<file path="src/rtl/sym_fir_mac.sv">
// rtl/sym_fir_mac.sv - folded symmetric FIR with one shared multiplier and writable coefficients
// Define SYM_FIR_SATURATE_EN to clamp results above 2^DATA_W-1 instead of wrapping.
module sym_fir_mac #(
  parameter int DATA_W = 10,
  parameter int TAPS   = 31,
  parameter int COEF_W = 11,
  parameter int SHIFT  = 10
) (
  input  logic                              i_clk,
  input  logic                              i_reset,
  input  logic                              i_sample_valid,
  input  logic [DATA_W-1:0]                 i_sample,
  input  logic                              i_coef_we,
  input  logic [$clog2((TAPS+1)/2)-1:0]     i_coef_addr,
  input  logic [COEF_W-1:0]                 i_coef_data,
  output logic                              o_busy,
  output logic                              o_out_valid,
  output logic [DATA_W-1:0]                 o_filtered,
  output logic                              o_overrun
);

  localparam int HALF  = (TAPS - 1) / 2;
  localparam int NCOEF = HALF + 1;
  localparam int AW    = $clog2(NCOEF);
  localparam int IW    = $clog2(TAPS);
  localparam int ACC_W = DATA_W + 1 + COEF_W + $clog2(NCOEF);
  localparam logic [COEF_W-1:0] C_UNITY = COEF_W'(1) << SHIFT;

  if (COEF_W < SHIFT + 1) begin : g_bad_coef_w
    $error("sym_fir_mac: COEF_W must be at least SHIFT+1");
  end
  if ((TAPS < 3) || (TAPS % 2 == 0)) begin : g_bad_taps
    $error("sym_fir_mac: TAPS must be odd and at least 3");
  end

  typedef enum logic [1:0] {S_IDLE, S_MAC, S_DONE} state_t;

  state_t              r_state;
  logic [DATA_W-1:0]   r_v [TAPS];
  logic [COEF_W-1:0]   r_c [NCOEF];
  logic [AW-1:0]       r_idx;
  logic [ACC_W-1:0]    r_acc;
  logic                r_busy;
  logic                r_out_valid;
  logic [DATA_W-1:0]   r_filtered;
  logic                r_overrun;

  logic                w_accept;
  logic                w_coef_wr;
  logic                w_centre;
  logic [IW-1:0]       w_lo;
  logic [IW-1:0]       w_hi;
  logic [DATA_W:0]     w_pair;
  logic [ACC_W-1:0]    w_prod;
  logic [DATA_W-1:0]   w_out;

  assign w_accept  = i_sample_valid && !r_busy;
  assign w_coef_wr = i_coef_we && !r_busy && (i_coef_addr <= AW'(HALF));
  assign w_centre  = (r_idx == AW'(HALF));
  assign w_lo      = IW'(r_idx);
  assign w_hi      = IW'(TAPS - 1) - w_lo;
  // Pairing the mirrored taps halves the multiplies; the centre tap stands alone.
  assign w_pair    = w_centre ? {1'b0, r_v[w_lo]}
                              : ({1'b0, r_v[w_lo]} + {1'b0, r_v[w_hi]});
  assign w_prod    = ACC_W'(r_c[r_idx]) * ACC_W'(w_pair);

`ifdef SYM_FIR_SATURATE_EN
  logic [ACC_W-1:0] w_res;
  assign w_res = r_acc >> SHIFT;
  assign w_out = (w_res > ACC_W'({DATA_W{1'b1}})) ? {DATA_W{1'b1}} : w_res[DATA_W-1:0];
`else
  assign w_out = DATA_W'(r_acc >> SHIFT);
`endif

  always_ff @(posedge i_clk or posedge i_reset) begin
    if (i_reset) begin
      r_state     <= S_IDLE;
      r_idx       <= '0;
      r_acc       <= '0;
      r_busy      <= 1'b0;
      r_out_valid <= 1'b0;
      r_filtered  <= '0;
      r_overrun   <= 1'b0;
      for (int i = 0; i < TAPS; i++) r_v[i] <= '0;
      for (int k = 0; k < NCOEF; k++) r_c[k] <= (k == HALF) ? C_UNITY : '0;
    end else begin
      r_out_valid <= 1'b0;
      if (w_coef_wr) r_c[i_coef_addr] <= i_coef_data;
      if (i_sample_valid && r_busy) r_overrun <= 1'b1;
      case (r_state)
        S_IDLE: begin
          if (w_accept) begin
            for (int i = 0; i < TAPS - 1; i++) r_v[i] <= r_v[i+1];
            r_v[TAPS-1] <= i_sample;
            r_idx   <= '0;
            r_acc   <= '0;
            r_busy  <= 1'b1;
            r_state <= S_MAC;
          end
        end
        S_MAC: begin
          r_acc <= r_acc + w_prod;
          if (w_centre) r_state <= S_DONE;
          else          r_idx   <= r_idx + AW'(1);
        end
        S_DONE: begin
          r_filtered  <= w_out;
          r_out_valid <= 1'b1;
          r_busy      <= 1'b0;
          r_state     <= S_IDLE;
        end
        default: r_state <= S_IDLE;
      endcase
    end
  end

  assign o_busy      = r_busy;
  assign o_out_valid = r_out_valid;
  assign o_filtered  = r_filtered;
  assign o_overrun   = r_overrun;

endmodule

</file>
<file path="config.mk">
export PLATFORM = sky130hd
export DESIGN_NAME = sym_fir_mac
export DESIGN_NICKNAME = d
export VERILOG_FILES = /design/src/rtl/sym_fir_mac.sv
export SDC_FILE = /design/constraint.sdc
export NUM_CORES = 2
export LEC_CHECK = 0
export BUFFER_PORTS_ARGS = -buffer_cell sky130_fd_sc_hd__clkbuf_2
export CAP_MARGIN = 20
export CORE_MARGIN = 5
export CORE_UTILIZATION = 60
export CTS_BUF_LIST = sky130_fd_sc_hd__clkbuf_2 sky130_fd_sc_hd__clkbuf_4 sky130_fd_sc_hd__clkbuf_8
export CTS_CLUSTER_SIZE = 16
export DETAILED_ROUTE_END_ITERATION = 12
export PLACE_DENSITY = 0.81
export SETUP_SLACK_MARGIN = 0.4
export SKIP_LAST_GASP = 1
export SYNTH_ARGS = -nofsm -noshare
export SYNTH_HDL_FRONTEND = slang
export SYNTH_SLANG_ARGS = --single-unit
</file>
<file path="constraint.sdc">
create_clock -name i_clk -period 14.25 [get_ports i_clk]
set_clock_uncertainty 0.15 [all_clocks]
set_input_delay 0 -clock i_clk [delete_from_list [all_inputs] [get_ports i_clk]]
set_output_delay 0 -clock i_clk [all_outputs]
set_load 0.02 [all_outputs]
</file>
==> metrics.md <==
| Metric | Value |
|---|---|
| PwrDens | `150 mW/mm2` |
| Vias after detailed routing | `20695` |
| IO buf count | `41` |
| TritonCTS buffer count | `88` |
| H-tree Lvls | `3` |
| Post-synth top area share | `0.451` |
| Total Neg Setup Slack | `0 ns` |
| Number of synthesized flops with an enable pin | `0` |
| Synth Instances | `2756` |
| Final worst slack | `2.88 ns` |
| Boundary pin count | `42` |
| Starting Density | `0.607` |
| Adder-Cell Fraction of Synth Area | `0.0940` |
| Footprint of the multi-input gates | `0.0145 mm2` |
| Slew Viols, Final | `0` |
| Cell family with most CP delay | `adder cells` |
| Fillcell total | `3271` |
| MaxCap Viol Count | `0` |
| Distinct cells, synth | `56` |
| Outcome | `complete, no violations` |
| Async S/R FF share, synth | `1.00` |
| Final Critical Period | `11.37 ns` |
| Leakage | `16.5 nW` |
| Root Driver | `clkbuf_8` |
| Crit share post-route | `0.798` |
| Post-CTS setup buffer count | `0` |
| Full die area | `0.0529 mm2` |
| Gates resized, CTS repair | `0` |
| Crit path largest cell delay | `0.96 ns` |
| CP Depth | `30` |
| Global-route wire length before repair | `111000 um` |
| Worst r2r src | `r_idx[0]` |
| Fmax | `88.0 MHz` |
| Sequential Area | `0.0131 mm2` |
| CORE AREA | `0.0478 mm2` |
| Worst VDD drop | `173 uV` |
| Crit Path Max Fanout | `56` |
| Chip Width | `230 um` |
| Setup CP Type | `reg2reg` |
| GRT Total Usage | `0.259` |
| Synthesized area per cell | `10.5 um2` |
| Synth area leader | `dfrtp_1` |
| Synth Net Count | `2944` |
| Residual DRC count | `0` |
| R2r endpoint | `r_acc[19]` |
| Post-place setup slack | `3.14 ns` |
| Rel. slew slack | `0.260` |
| DR iter-0 viols | `2306` |
| Critical path buffer and inverter count | `5` |
| Clk Latency, worst-skew pair | `0.69 ns` |
| Clock Path Buffers | `3` |
| RSZ-0062 raised after global routing | `no` |
| Antenna Nets Post-Route | `0` |
| Hold Vio Cnt, Final | `0` |
| Initial antenna violation count | `1` |
| Vias/cell | `5.96` |
| CTS tree | `yes` |
| Multiplexer share of the synthesized area | `0.201` |
| Most used cell, CP | `fa_1` |
| HP Class | `in2reg` |
| Number of global-route vias before repair | `21589` |
| Top cells by area, synth | `dfrtp_1 45%, nand2_1 14%, mux4_2 11%` |
| DRT Pass-1 Iters | `6` |
| Simple-gate area share of the yosys netlist | `0.165` |
| HPWL after detailed placement | `41700 um` |
| Startpoint types | `flip-flop` |
| Clk sink count | `525` |
| Post-DP Area | `0.0295 mm2` |
| Worst Path Arrival | `11.77 ns` |
| Worst R2R Path Depth | `30` |
| Synth Register Bits | `525` |
| Worst setup startpoint | `r_idx[0]` |
| Clock Pin Slew Worst Setup and Hold Paths | `0.07 ns` |
| GRT overflow | `0` |
| Sequential area share after synthesis | `0.452` |
| Share of layout cells above drive strength 1 | `0.205` |
| Crit path to | `r_acc[19]` |
| Total power | `4.78 mW` |
| Yosys warning count | `0` |
| Total Routed Length | `67300 um` |
| Pin count of the biggest net entering global routing | `204` |
| Complex-gate fraction of the synthesized area | `0.0268` |
| Synth Area in XOR/XNOR | `0.00891` |
| Kind of end point of the critical path | `flip-flop` |
| Slowest cell on crit path | `dfrtp_4` |
| Post-Syn Area | `0.0291 mm2` |
| Cell area after layout | `0.0319 mm2` |
| Routability Congestion | `0.881` |
| Row Count | `80` |
| Ys flop type | `dfrtp_1` |
| Final setup viols | `0` |
| Combinational family with the most area after synthesis | `multiplexers` |
| Slew @ Worst Pin | `1.10 ns` |
| Finished Core Util | `0.667` |
| Final net count | `2980` |
| DR WL/cell | `19.4 um` |
| Syn-to-layout area delta | `9.87%` |
| Reg-to-reg slack, setup | `2.88 ns` |
| CP required | `14.66 ns` |
| Die span in y | `230 um` |
-- metrics by stage --
stage,std cells,hold WS [ns]
6_report,3471,0.197
5_1_grt,3471,0.204
4_1_cts,3465,0.144
3_5_place_dp,3268,0.0601
3_3_place_gp,3267,0.0507
2_1_floorplan,2756,-0.0446
-- what timing repair did --
action                     CTS  global route
setup endpoints to repair    0             0
hold endpoints to repair   255             0
hold buffers                44             0
-- layout make-up --
type | count | area share
flip-flops and latches | 525 | 0.412
clock inverters | 18 | 0.00572
multi-input cells | 1883 | 0.453
clock buffers | 135 | 0.0529
diodes | 1 | 0.0000784
well taps | 615 | 0.0241
inverters | 177 | 0.0209
repair buffers | 117 | 0.0313
-- cell usage after synthesis, types with 5 or more instances --
library cell and count:
mux4_1 10, o21ai_0 27, nor3_1 6, a211oi_1 15, nor2_1 11, inv_1 176, nand3_1 25, a21oi_1 45
fa_1 99, clkbuf_1 115, a21o_1 8, nand2_1 1106, mux2i_1 6, xnor2_1 14, and2_1 34, nor2b_1 9
buf_1 8, ha_1 60, mux2_2 190, xor2_1 13, mux4_2 147, dfrtp_1 524, buf_4 7, buf_2 25
o31ai_1 5, buf_6 12
-- report_power, final --
group          internal [mW]  switching, mW
Clock                  0.795          0.628
Combinational          0.625          0.999
Sequential              1.61          0.123
Total                   3.03           1.75
-- sequential cells by signal, summed over array words and instances, names as in the netlist --
name and cells:
r_c 176, o_overrun 1, r_state 2, r_idx 4, r_acc 20, o_filtered 10, o_out_valid 1, o_busy 1
r_v 310
-- layer usage --
layer,vias up,GRT usage,routed length (um)
li1,9110,-,-
met1,10567,0.342,26500
met2,842,0.427,33900
met3,176,0.0592,4810
met4,0,0.0927,2050
met5,-,0,0
-- tightest hold or removal path: stages --
cell           delay, ns
dlygate4sd3_1       0.53
clkbuf_2            0.27
mux2_2              0.21
-- kinds of logic after synthesis --
logic type      count (synthesis)
simple gates                 1213
flops                         525
mux                           356
buf+inv                       348
fa+ha+maj                     159
compound gates                127
xor+xnor                       28
-- worst min-delay path by stage --
stage                     from  endpoint  slack (ns)  cells past startpoint
4_1_cts        i_coef_data[10]  r_c[142]        0.14                      3
5_1_grt         i_coef_data[3]    r_c[3]        0.20                      3
3_3_place_gp           i_reset  r_v[193]        0.05                      2
6_report        i_coef_data[6]  r_c[171]        0.20                      3
3_5_place_dp       i_sample[6]    r_v[6]        0.06                      3
2_1_floorplan      i_sample[0]    r_v[0]       -0.04                      2
-- placed cells by master, fill, tap and decap left out, drive strengths merged, types with 8 or more instances in the layout --
master / instances
a211oi: 15
a21o: 8
a21oi: 45
and2: 38
buf: 32
clkbuf: 176
clkinv: 9
dfrtp: 524
dlygate4sd3: 44
fa: 99
ha: 60
inv: 180
mux2: 190
mux4: 160
nand2: 1106
nand3: 25
nor2: 11
nor2b: 9
o21ai: 30
xnor2: 14
xor2: 13
No activity file was read; power rests on OpenSTA's default activity.
